--- config.mk ---
export PLATFORM = sky130hd
export DESIGN_NAME = rwm_sequencer
export DESIGN_NICKNAME = d
export VERILOG_FILES = /design/src/rtl/rwm_sequencer.sv
export SDC_FILE = /design/constraint.sdc
export NUM_CORES = 1
export LEC_CHECK = 0
export ABC_AREA = 1
export BUFFER_PORTS_ARGS = -buffer_cell sky130_fd_sc_hd__buf_4
export CORE_MARGIN = 4
export CORE_UTILIZATION = 35
export DETAILED_ROUTE_END_ITERATION = 10
export PLACE_DENSITY = 0.51
export SYNTH_ARGS = -nofsm -noshare
export SYNTH_HDL_FRONTEND = slang
export SYNTH_SLANG_ARGS = --single-unit
export TNS_END_PERCENT = 5
--- constraint.sdc ---
create_clock -name clk -period 3.7 [get_ports clk]
set_clock_uncertainty 0.1 [all_clocks]
set_input_delay 1.11 -clock clk [delete_from_list [all_inputs] [get_ports clk]]
set_output_delay 1.11 -clock clk [all_outputs]
set_load 0.01 [all_outputs]
--- src/rtl/rwm_sequencer.sv ---
// rwm_sequencer: drives the frame memory's enable/rw/clear commands, collects read bytes into a framed pixel stream.
// Latency: commands assert the cycle after the phase is entered and drop on the edge that samples RWM_done; pixels lag RWM_valid by 1 cycle.
// Backpressure: none; start/clear_req are ignored while busy, and RWM_valid outside the read phase is ignored.
module rwm_sequencer #(
   parameter int N       = 2,
   parameter int M       = 2,
   parameter int TIMEOUT = 64
) (
   input  logic       clk,
   input  logic       rst,
   input  logic       start,
   input  logic       clear_req,
   input  logic       RWM_done,
   input  logic       RWM_valid,
   input  logic [7:0] RWM_data,
   output logic       RWM_enable,
   output logic       rw,
   output logic       clear,
   output logic [7:0] pix_out,
   output logic       pix_valid,
   output logic       pix_first,
   output logic       pix_last,
   output logic       busy,
   output logic       frame_done,
   output logic       error
);

   localparam int P  = N * M;
   localparam int CW = $clog2(P) + 1;
   localparam int WW = $clog2(TIMEOUT + 1);

   typedef enum logic [2:0] {
      S_IDLE, S_CLR, S_WR, S_GAP, S_RD, S_FIN, S_ERR
   } state_t;

   state_t        state_q, state_d;
   logic [WW-1:0] wd_q, wd_d;
   logic [CW-1:0] cnt_q, cnt_d;

   logic          enable_q, rw_q, clear_q;
   logic [7:0]    pix_out_q;
   logic          pix_valid_q, pix_first_q, pix_last_q;
   logic          busy_q, frame_done_q, error_q;

   logic          in_phase;
   logic          rd_byte;
   logic [WW-1:0] wd_inc;
   logic          timeout_hit;
   logic [CW:0]   cnt_total;
   logic          stay;

   // A command phase is one where the memory is being driven and the watchdog runs.
   assign in_phase    = (state_q == S_CLR) || (state_q == S_WR) || (state_q == S_RD);
   assign rd_byte     = (state_q == S_RD) && RWM_valid;
   assign wd_inc      = wd_q + 1'b1;
   // Done takes priority over an expiring watchdog in the same cycle.
   assign timeout_hit = in_phase && !RWM_done && (wd_inc == WW'(TIMEOUT));
   // Count including the byte arriving this cycle, one bit wider so a saturated counter can never alias P.
   assign cnt_total   = {1'b0, cnt_q} + {{CW{1'b0}}, rd_byte};
   // Commands stay asserted only while remaining in the same phase; this drops enable on the edge that sees done.
   assign stay        = (state_d == state_q) && in_phase;

   // Next-state, watchdog and byte-counter logic.
   always_comb begin
      state_d = state_q;
      wd_d    = wd_q;
      cnt_d   = cnt_q;
      case (state_q)
         S_IDLE: begin
            if (clear_req)  state_d = S_CLR;
            else if (start) state_d = S_WR;
         end
         S_CLR: begin
            if (RWM_done)         state_d = S_IDLE;
            else if (timeout_hit) state_d = S_ERR;
         end
         S_WR: begin
            if (RWM_done)         state_d = S_GAP;
            else if (timeout_hit) state_d = S_ERR;
         end
         S_GAP: state_d = S_RD;
         S_RD: begin
            if (RWM_done)         state_d = (cnt_total == (CW+1)'(P)) ? S_FIN : S_ERR;
            else if (timeout_hit) state_d = S_ERR;
         end
         S_FIN:   state_d = S_IDLE;
         S_ERR:   state_d = S_IDLE;
         default: state_d = S_IDLE;
      endcase

      if (state_d != state_q) wd_d = '0;
      else if (in_phase)      wd_d = wd_inc;

      // Outside RD the counter sits at zero, so it is already cleared on RD entry.
      if (state_q != S_RD)                        cnt_d = '0;
      else if (rd_byte && (cnt_q != {CW{1'b1}})) cnt_d = cnt_q + 1'b1;
   end

   // State, counters and all registered outputs.
   always_ff @(posedge clk) begin
      if (rst) begin
         state_q      <= S_IDLE;
         wd_q         <= '0;
         cnt_q        <= '0;
         enable_q     <= 1'b0;
         rw_q         <= 1'b0;
         clear_q      <= 1'b0;
         pix_out_q    <= '0;
         pix_valid_q  <= 1'b0;
         pix_first_q  <= 1'b0;
         pix_last_q   <= 1'b0;
         busy_q       <= 1'b0;
         frame_done_q <= 1'b0;
         error_q      <= 1'b0;
      end else begin
         state_q      <= state_d;
         wd_q         <= wd_d;
         cnt_q        <= cnt_d;
         enable_q     <= stay;
         rw_q         <= stay && (state_q == S_WR);
         clear_q      <= stay && (state_q == S_CLR);
         pix_valid_q  <= rd_byte;
         if (rd_byte) pix_out_q <= RWM_data;
         pix_first_q  <= rd_byte && (cnt_q == '0);
         pix_last_q   <= rd_byte && (cnt_q == CW'(P - 1));
         busy_q       <= (state_d != S_IDLE);
         frame_done_q <= (state_q == S_FIN);
         if ((state_q == S_IDLE) && (state_d != S_IDLE)) error_q <= 1'b0;
         else if (state_d == S_ERR)                      error_q <= 1'b1;
      end
   end

   assign RWM_enable = enable_q;
   assign rw         = rw_q;
   assign clear      = clear_q;
   assign pix_out    = pix_out_q;
   assign pix_valid  = pix_valid_q;
   assign pix_first  = pix_first_q;
   assign pix_last   = pix_last_q;
   assign busy       = busy_q;
   assign frame_done = frame_done_q;
   assign error      = error_q;

endmodule

; Yosys cells after proc, flatten, opt, wreduce, memory -nomap -nowiden
; Index checks and enable logic that the tools add are counted.
[totals]
reg_bits = 30
input_bits = 14
output_inout_bits = 17
word_cells = 56
[classes]
addsub = 3
eq_ne = 13
mux = 8
reduce_logical = 19
[ops]
columns = cell, n
row1 = 2-to-1 mux 3 bit, 6
row2 = case mux 3 bit (5 select lines), 1
row3 = logical AND 1 bit, 10
row4 = equality test 3 x 2 -> 1 bit (second input constant), 3
row5 = equality test 3 bit (second input constant), 3
row6 = adder 7 x 1 -> 7 bit (second input constant), 1
row7 = equality test 7 bit (second input constant), 1
row8 = zero test 3 bit, 2
row9 = inequality test 3 bit (second input constant), 2
row10 = OR reduction 2 bit, 3
row11 = adder 3 x 1 -> 4 bit, 1
row12 = equality test 4 x 3 -> 1 bit (second input constant), 1
row13 = adder 3 x 1 -> 3 bit (second input constant), 1
row14 = equality test 3 x 1 -> 1 bit (second input constant), 1
row15 = equality test 3 bit, 1
row16 = inequality test 3 bit, 1
row17 = nonzero test 3 bit, 1
row18 = logical OR 1 bit, 2
row19 = 2-to-1 mux 2 bit, 1
row20 = zero test 1 bit, 1

; Longest topological paths before layout
[depth]
ltp_word = 11
ltp_mapped = 20
depth_no_buf = 19

; Least setup slack after synthesis
; No wires, ideal clock.
[synth_path]
path_type = in2reg
from = input RWM_valid
to = register wd_q[0]
setup_time_ps = 65
arrival_time_ps = 2891
required_ps = 3535
slack_ps = 644
stages = 14
path_buffers = 1
path_cell_list = nand2_1 > buf_2 > clkinv_1 > ha_1 > ha_1 > nor2_1 > nand4_1 > nand2_1 > o21ai_0 > inv_1 > nand3_1 > a21oi_2 > nand3_4 > nor2_1
[synth_via]
elab_chain_len = 8
[synth_rtl]
columns = item, line
row1 = "start, declared", 14  ; input logic RWM_valid,
row2 = logical AND 1 bit, 54  ; assign rd_byte = (state_q == S_RD) && RWM_valid;
row3 = net rd_byte, 46  ; logic rd_byte;
row4 = adder 3 x 1 -> 4 bit, 59  ; assign cnt_total = {1'b0, cnt_q} + {{CW{1'b0}}, rd_byte};
row5 = equality test 4 x 3 -> 1 bit, 83  ; if (RWM_done) state_d = (cnt_total == (CW+1)'(P)) ? S_FIN : S_ERR;
row6 = 2-to-1 mux 2 bit, 83
row7 = 2-to-1 mux 3 bit, 83
row8 = case mux 3 bit (5 select lines), 68  ; case (state_q)
row9 = inequality test 3 bit, 91  ; if (state_d != state_q) wd_d = '0;
row10 = OR reduction 2 bit (no line), --
row11 = "end signal, assigned", 117  ; wd_q <= wd_d;
row12 = "end, declared", 37  ; logic [WW-1:0] wd_q, wd_d;
; The timed path passes the listed nets, and every way through them passes these cells.
; A chain may end at the register's enable or synchronous reset.

; Final worst setup path
[layout_path]
from = input RWM_valid
to = register wd_q[3]
; The elaborated chain is that of the path after synthesis.

==> impl_results.html <==
<table>
<tr><th>Metric</th><th>Value</th></tr>
<tr><th colspan="2">Run status</th></tr>
<tr><td>Result of the run</td><td>completed</td></tr>
<tr><th colspan="2">Die</th></tr>
<tr><td>Count of boundary I/O pins</td><td>31</td></tr>
<tr><td>DIE AREA</td><td>5390 um^2</td></tr>
<tr><td>Starting Density</td><td>0.369</td></tr>
<tr><td>Area of the core</td><td>around 4100 um^2</td></tr>
<tr><td>Vertical extent of the die</td><td>73.4 um</td></tr>
<tr><td>Number of standard-cell rows in the floorplan</td><td>23</td></tr>
<tr><td>Chip Width</td><td>73.4 um</td></tr>
<tr><th colspan="2">CTS</th></tr>
<tr><td>Number of CTS-inserted buffers</td><td>5</td></tr>
<tr><td>Post-CTS setup buffers</td><td>0</td></tr>
<tr><td>TritonCTS clock tree</td><td>built</td></tr>
<tr><td>Clock tree root buffer cell</td><td>clkbuf_8</td></tr>
<tr><td>Number of cells upsized or downsized after cts</td><td>0</td></tr>
<tr><td>Largest buffer count on any clock path</td><td>2</td></tr>
<tr><td>CTS Hold Bufs</td><td>0</td></tr>
<tr><td>Clock slew at reported path FFs</td><td>0.06 ns</td></tr>
<tr><td>Total number of H-tree levels</td><td>2</td></tr>
<tr><td>Clock latency of the later-clocked register in the worst-skew pair</td><td>0.27 ns</td></tr>
<tr><td>Clk sink count</td><td>30</td></tr>
<tr><th colspan="2">Detailed routing</th></tr>
<tr><td>Vias per inst</td><td>4.60</td></tr>
<tr><td>Routed WL per cell</td><td>around 11 um</td></tr>
<tr><td>Iteration-0 DRC Markers</td><td>32</td></tr>
<tr><td>Wirelength, routed</td><td>about 3300 um</td></tr>
<tr><td>Final routed DRC violation total</td><td>0</td></tr>
<tr><td>Antenna Violating Nets Remaining</td><td>0</td></tr>
<tr><td>First-pass detailed-route iteration total</td><td>4</td></tr>
<tr><td>Count of vias placed by the detailed router</td><td>~1400</td></tr>
<tr><th colspan="2">Hold path</th></tr>
<tr><td>Type of the tightest min-delay check</td><td>reg -&gt; reg</td></tr>
<tr><td>Cell count of the worst hold path</td><td>2</td></tr>
<tr><td>Source of the worst hold timing path</td><td>pix_out[5]</td></tr>
<tr><th colspan="2">Power and ir drop</th></tr>
<tr><td>Total power draw</td><td>approximately 740 uW</td></tr>
<tr><td>Proportion of power drawn by combinational gates</td><td>0.199</td></tr>
<tr><td>Portion of total power attributed to sequential cells</td><td>0.472</td></tr>
<tr><td>Cell internal pwr</td><td>roughly 520 uW</td></tr>
<tr><td>Switching fraction of total power</td><td>0.299</td></tr>
<tr><td>Maximum vdd ir drop</td><td>0.000162 V</td></tr>
<tr><td>PwrDens</td><td>396 nW/um^2</td></tr>
<tr><td>Clock network fraction of total power</td><td>0.329</td></tr>
<tr><td>Cell leakage power</td><td>0.861 nW</td></tr>
<tr><td>Switching pwr</td><td>~220 uW</td></tr>
<tr><th colspan="2">Placement</th></tr>
<tr><td>Placed cell count</td><td>approximately 290</td></tr>
<tr><td>Placed standard-cell area</td><td>1790 um^2</td></tr>
<tr><td>Count of input and output buffers</td><td>30</td></tr>
<tr><td>Gpl congestion</td><td>0.823</td></tr>
<tr><td>HPWL after DPL</td><td>2550 um</td></tr>
<tr><th colspan="2">GRT</th></tr>
<tr><td>Number of antenna violations at the first check in global routing</td><td>0</td></tr>
<tr><td>Via count of the first global-routing pass</td><td>1347</td></tr>
<tr><td>Maximum number of pins on one net before global-route repair</td><td>19</td></tr>
<tr><td>Wire length of the first global-routing pass</td><td>5890 um</td></tr>
<tr><td>Overflow left after global routing</td><td>0</td></tr>
<tr><td>Total track usage</td><td>0.140</td></tr>
<tr><th colspan="2">Layout</th></tr>
<tr><td>Total inserted antenna cells</td><td>0</td></tr>
<tr><td>Fin nets</td><td>267</td></tr>
<tr><td>Area of all placed cells without fillers</td><td>between 1500 and 2000 um^2</td></tr>
<tr><td>Share of layout cells above drive strength 1</td><td>0.229</td></tr>
<tr><td>Synth-to-layout area growth</td><td>24.7%</td></tr>
<tr><td>Finished Layout Cells</td><td>approximately 300</td></tr>
<tr><th colspan="2">Timing</th></tr>
<tr><td>Tightest hold margin</td><td>0.364 ns</td></tr>
<tr><td>Number of hold-slack violations in the final timing report</td><td>0</td></tr>
<tr><td>Relative slew slack</td><td>0.812</td></tr>
<tr><td>Tmin final</td><td>2.71 ns</td></tr>
<tr><td>Unrepaired setup endpoints after global routing</td><td>no</td></tr>
<tr><td>Peak clock frequency supported by timing</td><td>around 0.37 GHz</td></tr>
<tr><td>Period utilisation layout</td><td>0.732</td></tr>
<tr><td>Total negative slack</td><td>0 ns</td></tr>
<tr><td>Actual slew at the worst max-slew pin</td><td>0.282 ns</td></tr>
<tr><td>Total of endpoints with negative setup slack in the final report</td><td>0</td></tr>
<tr><td>Fin. max-slew vios</td><td>0</td></tr>
<tr><th colspan="2">Synth</th></tr>
<tr><td>Count leader, synth</td><td>nand2_1</td></tr>
<tr><td>Share of the synthesized area in the top cell type</td><td>0.401</td></tr>
<tr><td>Syn Std Cell Area</td><td>1500 um^2</td></tr>
<tr><td>Most used standard cells in the synthesized netlist</td><td>nand2_1, dfxtp_1, nor2_1, inv_1, a21oi_1</td></tr>
<tr><td>Biggest area consumer among synthesized cells</td><td>dfxtp_1</td></tr>
<tr><td>Leading register cell type out of synthesis</td><td>dfxtp_1</td></tr>
<tr><td>Number of unique standard cell types used by synthesis</td><td>28</td></tr>
<tr><td>Count of synthesis-stage warnings from yosys</td><td>0</td></tr>
<tr><td>Number of standard cells after synthesis</td><td>209</td></tr>
<tr><td>Part of the Yosys area used for sequential elements</td><td>0.401</td></tr>
<tr><td>Post-synthesis register bit count</td><td>30</td></tr>
<tr><td>Syn Nets</td><td>231</td></tr>
<tr><td>Share of async-settable or async-resettable flops after synthesis</td><td>0</td></tr>
<tr><td>Syn_area_per_cell</td><td>just over 7 um^2</td></tr>
<tr><td>Number of enable flip-flop cells after synthesis</td><td>0</td></tr>
<tr><td>Cell types occupying the most area after synthesis</td><td>dfxtp_1, nand2_1, nor2_1</td></tr>
<tr><th colspan="2">Worst setup path</th></tr>
<tr><td>Startpoint kind of the worst setup timing path</td><td>input pin</td></tr>
<tr><td>CP Launch Point</td><td>RWM_valid</td></tr>
<tr><td>CP endpoint kind</td><td>flip-flop</td></tr>
<tr><td>Crit Path Class</td><td>in -&gt; reg</td></tr>
<tr><td>Crit path buffers/inverters</td><td>3</td></tr>
<tr><td>Critical R2R Launch</td><td>state_q[1]</td></tr>
<tr><td>Reg2Reg Depth</td><td>18</td></tr>
<tr><td>Slowest cell delay on critical path</td><td>0.27 ns</td></tr>
<tr><td>Critical-path cell with the highest stage delay</td><td>ha_1</td></tr>
<tr><td>Arrival @ worst endpoint</td><td>2.82 ns</td></tr>
<tr><td>Sequence of cells on the critical path</td><td>buf_4 &gt; nand2_1 &gt; clkinv_1 &gt; ha_1 &gt; ha_1 &gt; nor2_1 &gt; nand4_1 &gt; nand2_1 &gt; o21ai_0 &gt; inv_1 &gt; nand3_1 &gt; a21oi_2 &gt; nand3_4 &gt; nor2_1</td></tr>
<tr><td>Required time at the worst-slack endpoint</td><td>3.81 ns</td></tr>
<tr><td>Crit. path cell count</td><td>14</td></tr>
<tr><td>Worst-path maximum fanout</td><td>7</td></tr>
<tr><td>Cell class contributing the biggest share of worst-path delay</td><td>simple AND/OR/NAND/NOR gates</td></tr>
<tr><th colspan="2">Flow run</th></tr>
<tr><td>Reported max-cap violation count</td><td>0</td></tr>
</table>
logic make-up (layout without fill, tap and decap cells):
group / after synthesis / in the layout / share of synthesized area
flip-flops: 30 / 30 / 0.401
XOR/XNOR: 1 / 1 / 0.00585
AO/OA/AOI/OAI: 30 / 30 / 0.108
AND/OR/NAND/NOR: 109 / 109 / 0.335
adder cells (fa/ha/maj): 8 / 8 / 0.0669
multiplexers: 1 / 1 / 0.00669
buffers and inverters: 30 / 66 / 0.0761
power groups by stage:
stage / Combinational [mW] / Clock, mW / Sequential [mW]
CTS: 0.149 / 0.258 / 0.349
global placement: 0.150 / 0 / 0.356
detailed placement: 0.148 / 0 / 0.356
global route: 0.168 / 0.273 / 0.351
floorplan: 0.106 / 0 / 0.356
finish: 0.147 / 0.243 / 0.349
per-stage QoR:
step | util | setup slack [ns]
2_1_floorplan | - | 0.644
3_3_place_gp | 0.440 | 0.715
3_5_place_dp | 0.440 | 0.697
4_1_cts | 0.460 | 0.974
5_1_grt | 0.460 | 0.693
6_report | 0.460 | 0.990
registers in the layout, summed over array words and instances, names as in the netlist, 3 cells and up:
register / flops
state_q: 3
pix_out: 8
wd_q: 7
cnt_q: 3
cell type report:
type | instances | area (um^2)
repair buffers | 32 | 240
inverters | 27 | 101
flip-flops and latches | 30 | 601
well taps | 50 | 62.6
clock inverters | 2 | 10.0
multi-input cells | 149 | 782
fillers | 411 | 2190
clock buffers | 5 | 68.8
routing by layer:
metal | global-route usage | up-vias | share of wire
met5 | 0 | - | 0
met4 | 0.0644 | 0 | 0.0090
met3 | 0.0479 | 2 | 0.076
met2 | 0.213 | 32 | 0.43
met1 | 0.178 | 587 | 0.48
li1 | - | 735 | -
cells in the final DEF, fill, tap and decap left out, drive strengths merged, types with 5 or more instances in the layout:
| cell type | n |
|---|---|
| inv | 26 |
| o21ai | 9 |
| clkbuf | 5 |
| nand2 | 59 |
| ha | 8 |
| a21oi | 18 |
| buf | 32 |
| nand3 | 13 |
| dfxtp | 30 |
| nor2 | 29 |
worst register-to-register path, stage by stage, from the launching register on:
cell	delay [ns]
dfxtp_1	0.44
inv_2	0.09
nand2_2	0.11
inv_2	0.06
nand2_4	0.08
inv_1	0.09
nand2_1	0.09
clkinv_1	0.08
ha_1	0.20
ha_1	0.27
nor2_1	0.08
nand4_1	0.10
nand2_1	0.08
o21ai_0	0.08
inv_1	0.10
nand3_1	0.09
a21oi_2	0.20
nand3_4	0.14
nor2_1	0.11
final timing paths:
kind	to	slack (ns)
max	wd_q[3]	0.99
min reg2reg	pix_out[5]	0.36
max reg2reg	wd_q[3]	1.05
min	pix_out[5]	0.36
Power figures use the tool's default switching activity.
